### config.mk
export PLATFORM = sky130hd
export DESIGN_NAME = mul_div_unit
export DESIGN_NICKNAME = d
export VERILOG_FILES = /design/src/rtl/mdu_pkg.sv /design/src/rtl/mul_div_unit.sv
export SDC_FILE = /design/constraint.sdc
export NUM_CORES = 1
export LEC_CHECK = 0
export BUFFER_PORTS_ARGS = -buffer_cell sky130_fd_sc_hd__buf_4
export CAP_MARGIN = 40
export CORE_UTILIZATION = 35
export CTS_CLUSTER_DIAMETER = 30
export DETAILED_ROUTE_END_ITERATION = 8
export PLACE_DENSITY = 0.59
export SLEW_MARGIN = 20
export SYNTH_ARGS = -nofsm -noshare
export SYNTH_HDL_FRONTEND = slang
export SYNTH_SLANG_ARGS = --single-unit
### constraint.sdc
create_clock -name clk -period 12.4 [get_ports clk]
set_input_delay 1.86 -clock clk [delete_from_list [all_inputs] [get_ports clk]]
set_output_delay 1.86 -clock clk [all_outputs]
set_load 0.02 [all_outputs]
### src/rtl/mdu_pkg.sv
// Shared types for the iterative multiply/divide unit: operation codes and FSM states.
package mdu_pkg;

  typedef enum logic [2:0] {
    MDU_NONE  = 3'd0,
    MDU_MULT  = 3'd1,
    MDU_MULTU = 3'd2,
    MDU_DIV   = 3'd3,
    MDU_DIVU  = 3'd4,
    MDU_MTHI  = 3'd5,
    MDU_MTLO  = 3'd6
  } mdu_op_t;

  typedef enum logic [1:0] {
    ST_IDLE = 2'd0,
    ST_RUN  = 2'd1,
    ST_FIX  = 2'd2
  } mdu_state_t;

  function automatic logic is_iterative(input mdu_op_t op);
    return (op == MDU_MULT) || (op == MDU_MULTU) || (op == MDU_DIV) || (op == MDU_DIVU);
  endfunction

  function automatic logic is_signed_op(input mdu_op_t op);
    return (op == MDU_MULT) || (op == MDU_DIV);
  endfunction

  function automatic logic is_div_op(input mdu_op_t op);
    return (op == MDU_DIV) || (op == MDU_DIVU);
  endfunction

endpackage

### src/rtl/mul_div_unit.sv
// Radix-2 multiply/divide unit owning HI/LO. One shared shift/add-sub datapath,
// magnitude arithmetic during RUN, sign correction and HI/LO write in FIX.
module mul_div_unit
  import mdu_pkg::*;
#(
  parameter int WIDTH = 32
) (
  input  logic             clk,
  input  logic             rst,
  input  logic             start,
  input  mdu_op_t          op,
  input  logic [WIDTH-1:0] src_a,
  input  logic [WIDTH-1:0] src_b,
  output logic             busy,
  output logic [WIDTH-1:0] hi,
  output logic [WIDTH-1:0] lo
);

  localparam int CW = $clog2(WIDTH + 1);

  mdu_state_t       state;
  logic [CW-1:0]    counter;
  logic [WIDTH:0]   acc;       // partial product high half / partial remainder
  logic [WIDTH-1:0] qr;        // multiplier shifting out / dividend in, quotient out
  logic [WIDTH-1:0] opnd;      // |multiplicand| or |divisor|
  logic             div_mode;
  logic             neg_res;   // operand signs differ
  logic             neg_a;     // dividend was negative

  assign busy = (state != ST_IDLE);

  // Launch-time magnitudes and sign flags
  logic             a_neg, b_neg;
  logic [WIDTH-1:0] mag_a, mag_b;

  // Per-iteration datapath and FIX-stage results
  logic [WIDTH-1:0]   addend;
  logic [WIDTH:0]     mul_sum, rem_sh, rem_diff;
  logic               rem_ge;
  logic [2*WIDTH-1:0] prod, prod_fix;
  logic [WIDTH-1:0]   quot_fix, rem_fix;
  logic               div_zero;

  // NOTE: every variable assigned in always_comb gets a default first, so no latch can form.
  always_comb begin
    a_neg    = is_signed_op(op) & src_a[WIDTH-1];
    b_neg    = is_signed_op(op) & src_b[WIDTH-1];
    mag_a    = a_neg ? -src_a : src_a;
    mag_b    = b_neg ? -src_b : src_b;

    addend   = qr[0] ? opnd : '0;
    mul_sum  = acc + {1'b0, addend};
    rem_sh   = {acc[WIDTH-1:0], qr[WIDTH-1]};
    rem_ge   = (rem_sh >= {1'b0, opnd});
    rem_diff = rem_sh - {1'b0, opnd};

    prod     = {acc[WIDTH-1:0], qr};
    prod_fix = neg_res ? -prod : prod;
    quot_fix = neg_res ? -qr : qr;
    rem_fix  = neg_a ? -acc[WIDTH-1:0] : acc[WIDTH-1:0];
    div_zero = (opnd == '0);
  end

  // NOTE: sequential state uses non-blocking assignments only; the datapath is small
  // enough that resetting all of it costs nothing and keeps simulation X-free.
  always_ff @(posedge clk or posedge rst) begin
    if (rst) begin
      state    <= ST_IDLE;
      counter  <= '0;
      acc      <= '0;
      qr       <= '0;
      opnd     <= '0;
      div_mode <= 1'b0;
      neg_res  <= 1'b0;
      neg_a    <= 1'b0;
      hi       <= '0;
      lo       <= '0;
    end else begin
      unique case (state)
        ST_IDLE: begin
          if (start) begin
            if (op == MDU_MTHI) begin
              hi <= src_a;
            end else if (op == MDU_MTLO) begin
              lo <= src_a;
            end else if (is_iterative(op)) begin
              acc      <= '0;
              qr       <= mag_a;
              opnd     <= mag_b;
              div_mode <= is_div_op(op);
              neg_res  <= a_neg ^ b_neg;
              neg_a    <= a_neg;
              counter  <= CW'(WIDTH);
              state    <= ST_RUN;
            end
          end
        end

        ST_RUN: begin
          if (div_mode) begin
            // Restoring step: keep the subtraction only when it does not go negative
            acc <= rem_ge ? rem_diff : rem_sh;
            qr  <= {qr[WIDTH-2:0], rem_ge};
          end else begin
            acc <= {1'b0, mul_sum[WIDTH:1]};
            qr  <= {mul_sum[0], qr[WIDTH-1:1]};
          end
          counter <= counter - CW'(1);
          if (counter == CW'(1)) state <= ST_FIX;
        end

        ST_FIX: begin
          if (div_mode) begin
            // A zero divisor leaves the dividend as remainder, which rem_fix restores to its raw value
            lo <= div_zero ? '1 : quot_fix;
            hi <= rem_fix;
          end else begin
            hi <= prod_fix[2*WIDTH-1:WIDTH];
            lo <= prod_fix[WIDTH-1:0];
          end
          state <= ST_IDLE;
        end

        default: state <= ST_IDLE;
      endcase
    end
  end

endmodule

==> results of run 1 <==
-- worst max path at each step --
stage	startpoint	endpoint	slack, ps	cells after the start
after floorplan	rst	acc[0]	5880	1
after global placement	src_a[6]	qr[27]	7440	9
after detailed placement	src_a[1]	qr[27]	7830	9
after CTS	acc[17]	acc[24]	8280	12
after global routing	src_a[1]	qr[29]	7980	9
final	acc[18]	acc[24]	8230	12
-- kinds of logic after synthesis --
kind of cell,Yosys count
AO/OA/AOI/OAI,571
AND/OR/NAND/NOR,551
XOR/XNOR,175
adder cells (fa/ha/maj),72
flip-flops,172
buffers and inverters,174
multiplexers,84
-- sequential cells by signal, summed over array words and instances (netlist names) --
name,flops
opnd,32
counter,6
neg_a,1
neg_res,1
qr,32
acc,33
hi,32
div_mode,1
state,2
lo,32
-- report_power, final --
part,leakage (nW),internal [W],switching [W]
combinational,5.02,0.00142,0.00194
clock,0.261,0.000263,0.000253
sequential,2.01,0.000854,0.000408
total,7.29,0.00254,0.00260
-- Yosys cell counts, types with 12 or more instances --
library cell / count / area share (%)
a22oi_1: 47 / 2.4
a21oi_1: 132 / 4.6
dfrtp_1: 172 / 30
buf_1: 12 / 0.31
nor2_1: 154 / 4.0
nand2_1: 190 / 4.9
a31oi_1: 17 / 0.74
nand2b_1: 26 / 1.1
nor3_1: 23 / 0.80
inv_1: 67 / 1.7
clkbuf_1: 87 / 2.3
mux2_2: 12 / 0.94
nand4_1: 18 / 0.78
or3_1: 15 / 0.65
nor2b_1: 13 / 0.56
o21ai_0: 167 / 5.8
a21o_1: 23 / 1.2
xor2_1: 85 / 5.2
nand3_1: 27 / 0.94
xnor2_1: 90 / 5.5
o21ai_1: 35 / 1.2
o41ai_1: 16 / 0.97
mux2i_1: 72 / 5.0
o31ai_1: 22 / 1.1
nor4_1: 26 / 1.1
a211oi_1: 16 / 0.83
ha_1: 70 / 6.1
-- layer usage --
layer / global-route usage, % / part of all wire, % / up-vias
met1: 30.7 / 47 / 6570
met3: 2.72 / 4.5 / 62
met2: 37.0 / 46 / 389
met4: 7.78 / 2.6 / 0
met5: 0 / 0 / -
li1: - / - / 6659
-- cell usage in the layout (no fill, tap or decap), drive strengths merged, types with 8 or more instances in the layout --
master / count
and2: 8
buf: 164
o221ai: 11
nand4: 19
and3: 8
dfrtp: 172
or4: 13
nor2b: 13
clkbuf: 20
o22ai: 8
o211ai: 8
nor3: 23
ha: 70
nor4: 30
mux2: 12
o41ai: 16
or3: 16
xor2: 85
nand2b: 26
o21ai: 203
xnor2: 90
nand2: 190
a21o: 23
or2: 9
a211oi: 16
o21bai: 11
a31oi: 17
nor2: 155
a21oi: 132
mux2i: 72
nand3: 27
a22oi: 47
o31ai: 23
inv: 71
-- critical path, cell delays in order, from the launching register on --
cell and delay, ps:
dfrtp_1 500, ha_1 500, and4_1 290, and4_1 230, nand4_1 200, nor4_1 720, a2111oi_0 150, o31a_1 170
o21ai_4 60, buf_4 500, mux2_2 430, a22oi_1 130, o21ai_0 110
-- metrics by stage --
| step | setup WS [ps] | power (W) | instances |
|---|---|---|---|
| floorplan | 5880 | 0.00361 | 1799 |
| global route | 7980 | 0.00557 | 2421 |
| finish | 8230 | 0.00514 | 2421 |
| global placement | 7440 | 0.00453 | 2380 |
| CTS | 8280 | 0.00511 | 2419 |
| detailed placement | 7830 | 0.00458 | 2387 |
-- cell type report --
| cell class | instances | area, sq um |
|---|---|---|
| Inverter | 68 | 260 |
| Timing Repair Buffer | 164 | 1300 |
| Sequential cell | 172 | 4310 |
| Multi-Input combinational cell | 1453 | 9510 |
| Tap cell | 532 | 666 |
| Fill cell | 4195 | 24200 |
| Clock buffer | 20 | 447 |
| Clock inverter | 12 | 87.6 |
==> metrics, run 1 <==
CP startpoint kind=register; worst slew pin tran=around 790 ps; peak fanout along the critical path=45; Leak Pwr=~7.3 nW; Final period util=33.6%; grt total ovfl=0; compound-cell area share of the yosys netlist=24.4%; hold path cells=2; DP HPWL=35400 um; synthesized area=14500 sq um; Post-Synth XOR/XNOR Area=a little over a tenth; core footprint=40700 sq um; Final Max Slew Viols=0; H-tree depth=4; RR Startpoint=acc[18]; placed inst area=16000 sq um; syn avg cell area=around 8 sq um; vias per inst=about 5.7; Synth Instances=around 1800; # port buffers=134; DIE HEIGHT=slightly above 200 um; Worst EP required=12720 ps; multiplexer area fraction after synthesis=a little under 6%; Synth cell types=76; Post-CTS Resized=0; Worst R2R Path Depth=12; Crit. End Element=register; Root Buffer=clkbuf_16; Reg-to-Reg End=acc[24]; post-CTS setup buffer count=0; clock slew at the register clock pins of the worst setup and hold paths=around 70 ps; adder-cell share of the synthesized area=6.34%; final setup violation count=0; largest net degree at the start of global routing=81; RSZ-0062 raised after global routing=false; Post-Route WL=roughly 47000 um; Die Footprint=42100 sq um; async set or reset register ratio after synthesis=between 90% and 100%; combinational family with the most area after synthesis=compound AO/OA/AOI/OAI gates; Row Count=between 70 and 80; Synth Net Count=between 1500 and 2000; Synth Flop Type=dfrtp_1; DR iter-0 viols=932; total global-route track usage=22.6%; share of cells above drive strength 1=12.3%; post-synthesis simple-gate area fraction=18.3%; CTS tree=done; vias=approximately 14000; Yosys reg bits=172; Setup TNS=0 ps; Min Hold Slack=between 400 and 500 ps; pwr dens=about 310 nW/um^2; Final Skew=between 10 and 15 ps; VDD IR max=~0.12 mV; post-cts hold buffer count=0; Seq/Total Area, Yosys=29.8%; Finished Cell Area=around 17000 sq um; Num CTS Buffers=17; fin util=about two fifths; reg2reg setup slack=roughly 8200 ps; Die X=roughly 210 um; outcome=finished clean; DR WL/cell=between 15 and 20 um; Worst Setup Path Type=reg -> reg; # IOs=between 100 and 150; fin crit period=between 4000 and 5000 ps; ANT nets after route=0; Area growth syn-to-layout=14.7%; Clock Latency Late Sink=460 ps; Post-synth EDFFs=0; initial antenna violation count=0; placer congestion estimate=between 0.9 and 1; fin nets=2018; hold path start=opnd[18]; Worst Hold Path EP=opnd[18]; first-pass GRT wire length=approximately 75000 um; Pre-antenna DRT Iters=7; total of max-cap violations=0; synth warn=0; initial core utilization=35.5%; relative slew slack=a little under half; vias in the first global route=roughly 13000; Remaining DRCs=0; Sink Count=between 150 and 200; diode count=0; Clock Tree Buf Depth=2; FMAX=approximately 240 MHz; final-report hold violation count=0; Hold Path Class=reg -> reg; Worst Path Arrival=roughly 4500 ps
(Power assumes the default switching activity.)
==> run 2: changes to the inputs <==
- clock period: 12.4 -> 4.21 ns (I/O delays scaled with it)
==> metrics, run 2 (synthesized netlist as in run 1, its figures left out) <==
outcome=finished clean (unchanged); RR Startpoint=qr[0] (was acc[18]); slowest CP cell=dfrtp_1 (was nor4_1); Largest register FFs=33 (unchanged); Hold Path Class=in -> async (was reg -> reg); commonest non-fill, non-tap cell in the layout=nand2_1 (unchanged); Die Footprint=42100 sq um (unchanged); first-pass GRT wire length=76200 um (was 74600 um); Pre-antenna DRT Iters=6 (was 7); grt total ovfl=0 (unchanged); Final Max Slew Viols=0 (unchanged); Worst Path Arrival=4060 ps (was 4490 ps); relative slew slack=38.4% (was 47.0%); RSZ-0062 raised after global routing=false (unchanged); largest net degree at the start of global routing=141 (was 81); vias=13900 (was 13700); Root Buffer=clkbuf_16 (unchanged); Post-Route WL=48500 um (was 47000 um); Remaining DRCs=0 (unchanged); Largest Register=acc (unchanged); DP HPWL=36400 um (was 35400 um); initial antenna violation count=0 (unchanged); crit-path cells=inv_1, buf_4, nor2_1, ha_1, a21oi_1, o21ai_0, a211o_1, a21o_1, a31oi_1, o2111a_1, o31ai_1, xor2_1, a22oi_1, o21ai_0 (was ha_1, and4_1, and4_1, nand4_1, nor4_1, a2111oi_0, o31a_1, o21ai_4, buf_4, mux2_2, a22oi_1, o21ai_0); vias in the first global route=13300 (was 13200); Die X=205 um (unchanged); Setup TNS=0 ps (unchanged); vias per inst=5.71 (was 5.65); VDD IR max=0.344 mV (was 0.123 mV); Worst EP required=4540 ps (was 12720 ps); Clock Tree Buf Depth=2 (unchanged); Clock Latency Late Sink=460 ps (about the same); placer congestion estimate=0.931 (was 0.929); total global-route track usage=23.3% (was 22.6%); peak fanout along the critical path=21 (was 45); DR iter-0 viols=1091 (was 932); post-CTS setup buffer count=0 (unchanged); final setup violation count=0 (unchanged); total of max-cap violations=0 (unchanged); Leak Pwr=7.36 nW (was 7.29 nW); Crit. End Element=register (unchanged); core footprint=40700 sq um (unchanged); ANT nets after route=0 (unchanged); Row Count=74 (unchanged); # port buffers=134 (unchanged); DIE HEIGHT=205 um (unchanged); Final Skew=16.8 ps (was 14.6 ps); Post-CTS Resized=0 (unchanged); clock slew at the register clock pins of the worst setup and hold paths=80 ps (was 70 ps); DR WL/cell=19.9 um (was 19.4 um); H-tree depth=4 (unchanged); initial core utilization=35.5% (unchanged); pwr dens=926 nW/um^2 (was 310 nW/um^2); Sink Count=172 (unchanged); final-report hold violation count=0 (unchanged); Final period util=88.7% (was 33.6%); CTS tree=done (unchanged); post-cts hold buffer count=0 (unchanged); Worst Setup Path Type=reg -> reg (unchanged); placed insts=2403 (was 2387); # IOs=135 (unchanged); fin nets=2033 (was 2018); commonest non-fill, non-tap cells in the layout=nand2_1, buf_4, dfrtp_1 (was nand2_1, dfrtp_1, o21ai_0); Area growth syn-to-layout=15.3% (was 14.7%); Crit path top cell by count=o21ai_0 (was and4_1); Post-Layout Cell Count=2436 (was 2421); CP Launch Point=qr[0] (was acc[18]); share of cells above drive strength 1=12.9% (was 12.3%); diode count=0 (unchanged); Worst path max stage delay=440 ps (was 720 ps); FMAX=268 MHz (was 240 MHz); fin crit period=3730 ps (was 4170 ps); fillers=4212 (was 4195); worst slew pin tran=925 ps (was 792 ps); CP startpoint kind=register (unchanged); Num CTS Buffers=17 (unchanged)
==> run 2: final cells by class <==
type | count | area, sq um | share of cell area, %
multi-input combinational | 1453 | 9510 | 57.0
sequential | 172 | 4310 | 25.8
timing repair buffer | 179 | 1390 | 8.36
tap | 532 | 666 | 3.99
clock buffer | 21 | 450 | 2.70
inverter | 68 | 259 | 1.55
clock inverter | 11 | 86.3 | 0.518
==> run 2: layer usage <==
layer  vias up  routed length (um)  GRT usage (%)
li1       6691                   -              -
met1      6664               22400           32.3
met2       500               22300           38.3
met3        66                2790           2.30
met4         0                1020           6.96
met5         -                   0              0
==> run 2: final timing paths <==
check,end,slack [ps],cells past startpoint
hold reg to reg,opnd[18],490,2
hold / removal,opnd[4],320,3
max in group asynchronous,opnd[1],3110,3
setup / recovery,acc[29],480,14
setup reg to reg,acc[29],480,14
min in group clk,opnd[30],460,3
==> run 2: worst max-delay path: cells and delay by family (launching register included) <==
kind / cells / cell delay [ps]
AND/OR/NAND/NOR: 1 / 80
XOR/XNOR: 1 / 150
buffers and inverters: 2 / 700
AO/OA/AOI/OAI: 9 / 1860
adder cells (fa/ha/maj): 1 / 360
flip-flops: 1 / 440
==> run 2: stage by stage <==
| step | util, % | hold slack [ps] | power (W) | instance area (sq um) | setup slack (ps) |
|---|---|---|---|---|---|
| 6_report | 40.9 | 324 | 0.0154 | 16700 | 476 |
| 5_1_grt | 40.9 | 373 | 0.0167 | 16700 | 180 |
| 4_1_cts | 40.9 | 333 | 0.0153 | 16600 | 512 |
| 3_5_place_dp | 39.5 | 475 | 0.0137 | 16100 | 563 |
| 3_3_place_gp | 39.5 | 463 | 0.0137 | 16100 | 620 |
| 2_1_floorplan | - | 450 | 0.0106 | 14500 | 1040 |
==> run 2: power by group <==
part           total [W]  internal (W)  switching (W)
Sequential       0.00363       0.00252        0.00111
Clock            0.00153      0.000780       0.000753
Combinational     0.0103       0.00426        0.00600
==> run 3: changes to the inputs <==
- CTS_BUF_LIST: not set -> sky130_fd_sc_hd__clkbuf_8
==> metrics, run 3 (synthesized netlist as in run 1, its figures left out) <==
share of cells above drive strength 1=12.9% (unchanged); core footprint=40700 sq um (unchanged); DR iter-0 viols=1141 (was 1091); DIE HEIGHT=205 um (unchanged); peak fanout along the critical path=21 (unchanged); Worst Path Arrival=4110 ps (was 4060 ps); Row Count=74 (unchanged); Min Hold Slack=270 ps (was 324 ps); FMAX=268 MHz (about the same); DR WL/cell=20.0 um (was 19.9 um); ANT nets after route=0 (unchanged); Die X=205 um (unchanged); Num CTS Buffers=17 (unchanged); Final Skew=22.5 ps (was 16.8 ps); relative slew slack=39.2% (was 38.4%); commonest non-fill, non-tap cell in the layout=nand2_1 (unchanged); final setup violation count=0 (unchanged); first-pass GRT wire length=76200 um (about the same); Leak Pwr=7.28 nW (was 7.36 nW); Die Footprint=42100 sq um (unchanged); final-report hold violation count=0 (unchanged); Largest Register=acc (unchanged); Seq pwr share=24.1% (was 23.5%); fillers=4231 (was 4212); RSZ-0062 raised after global routing=false (unchanged); clock slew at the register clock pins of the worst setup and hold paths=110 ps (was 80 ps); placer congestion estimate=0.931 (unchanged); fin nets=2033 (unchanged); worst slew pin tran=913 ps (was 925 ps); Crit. End Element=register (unchanged); Area growth syn-to-layout=14.0% (was 15.3%); pwr dens=912 nW/um^2 (was 926 nW/um^2); largest net degree at the start of global routing=141 (unchanged); Internal=0.00720 W (was 0.00756 W); Largest register FFs=33 (unchanged); Remaining DRCs=0 (unchanged); fin crit period=3730 ps (about the same); Post-CTS Resized=0 (unchanged); Comb pwr share=68.4% (was 66.5%); slowest CP cell=dfrtp_1 (unchanged); # IOs=135 (unchanged); Root Buffer=clkbuf_8 (was clkbuf_16); Final Max Slew Viols=0 (unchanged); post-CTS setup buffer count=0 (unchanged); diode count=0 (unchanged); commonest non-fill, non-tap cells in the layout=nand2_1, buf_4, dfrtp_1 (unchanged); Post-Route WL=48700 um (was 48500 um); # port buffers=134 (unchanged); initial antenna violation count=0 (unchanged); VDD IR max=0.345 mV (was 0.344 mV); Worst path max stage delay=450 ps (was 440 ps); CP startpoint kind=register (unchanged); CTS tree=done (unchanged); Hold Path Class=in -> async (unchanged); placed insts=2403 (unchanged); Final period util=88.7% (about the same); grt total ovfl=0 (unchanged); Clock Latency Late Sink=510 ps (was 460 ps); Switching Share=52.1% (was 51.0%); initial core utilization=35.5% (unchanged); vias=13900 (about the same); post-cts hold buffer count=0 (unchanged); crit-path cells=inv_1, buf_4, nor2_1, ha_1, a21oi_1, o21ai_0, a211o_1, a21o_1, a31oi_1, o2111a_1, o31ai_1, xor2_1, a22oi_1, o21ai_0 (unchanged); vias per inst=5.70 (was 5.71); Worst EP required=4590 ps (was 4540 ps); Worst R2R Path Depth=14 (unchanged); Post-Layout Cell Count=2436 (unchanged); Crit path top cell by count=o21ai_0 (unchanged); H-tree depth=4 (unchanged); Sink Count=172 (unchanged); DP HPWL=36400 um (unchanged); Pre-antenna DRT Iters=6 (unchanged); Clock Tree Buf Depth=2 (unchanged); Worst Setup Path Type=reg -> reg (unchanged); total global-route track usage=23.3% (about the same); total of max-cap violations=0 (unchanged); vias in the first global route=13300 (about the same); clock power share=7.5% (was 9.9%); Setup TNS=0 ps (unchanged); outcome=finished clean (unchanged); sw power=0.00782 W (was 0.00787 W)
run 3: worst max-delay path: cells and delay by family (launching register included):
| family | cells | cell delay [ps] |
|---|---|---|
| flip-flops | 1 | 450 |
| adder cells (fa/ha/maj) | 1 | 360 |
| AO/OA/AOI/OAI | 9 | 1850 |
| AND/OR/NAND/NOR | 1 | 80 |
| XOR/XNOR | 1 | 150 |
| buffers and inverters | 2 | 700 |
run 3: power groups by stage:
stage	clock, W	combinational [W]	sequential [W]
after floorplan	0	0.00708	0.00355
after global placement	0	0.0100	0.00362
after detailed placement	0	0.0101	0.00364
after CTS	0.00115	0.0102	0.00361
after global routing	0.00122	0.0113	0.00374
final	0.00112	0.0103	0.00363
run 3: path summary, 6_finish.rpt:
check | start | end | slack, ps
max in group asynchronous | rst | opnd[1] | 3160
worst max-delay path | qr[0] | acc[29] | 480
worst max register to register | qr[0] | acc[29] | 480
min in group clk | src_b[30] | opnd[30] | 410
worst min register to register | opnd[17] | opnd[17] | 490
worst min-delay path | rst | opnd[4] | 270
run 3: layout make-up:
type | count | area (sq um) | share of cell area [%]
clock buffers | 18 | 248 | 1.50
inverters | 68 | 259 | 1.57
well taps | 532 | 666 | 4.04
repair buffers | 179 | 1390 | 8.46
flip-flops and latches | 172 | 4310 | 26.1
clock inverters | 14 | 97.6 | 0.592
multi-input cells | 1453 | 9510 | 57.7
run 3: metrics by stage:
step                      cell area (sq um)  total power, W  util [%]  setup slack, ps
final                                 16500          0.0150      40.4              475
after global routing                  16500          0.0163      40.4              168
after global placement                16100          0.0137      39.5              620
after detailed placement              16100          0.0137      39.5              563
after CTS                             16500          0.0149      40.4              499
after floorplan                       14500          0.0106         -             1040
run 3: routing by layer:
layer	track usage, %	vias to the layer above	part of all wire (%)
li1	-	6695	-
met1	32.3	6669	47
met2	38.3	462	46
met3	2.31	60	4.9
met4	6.98	0	2.2
met5	0	-	0
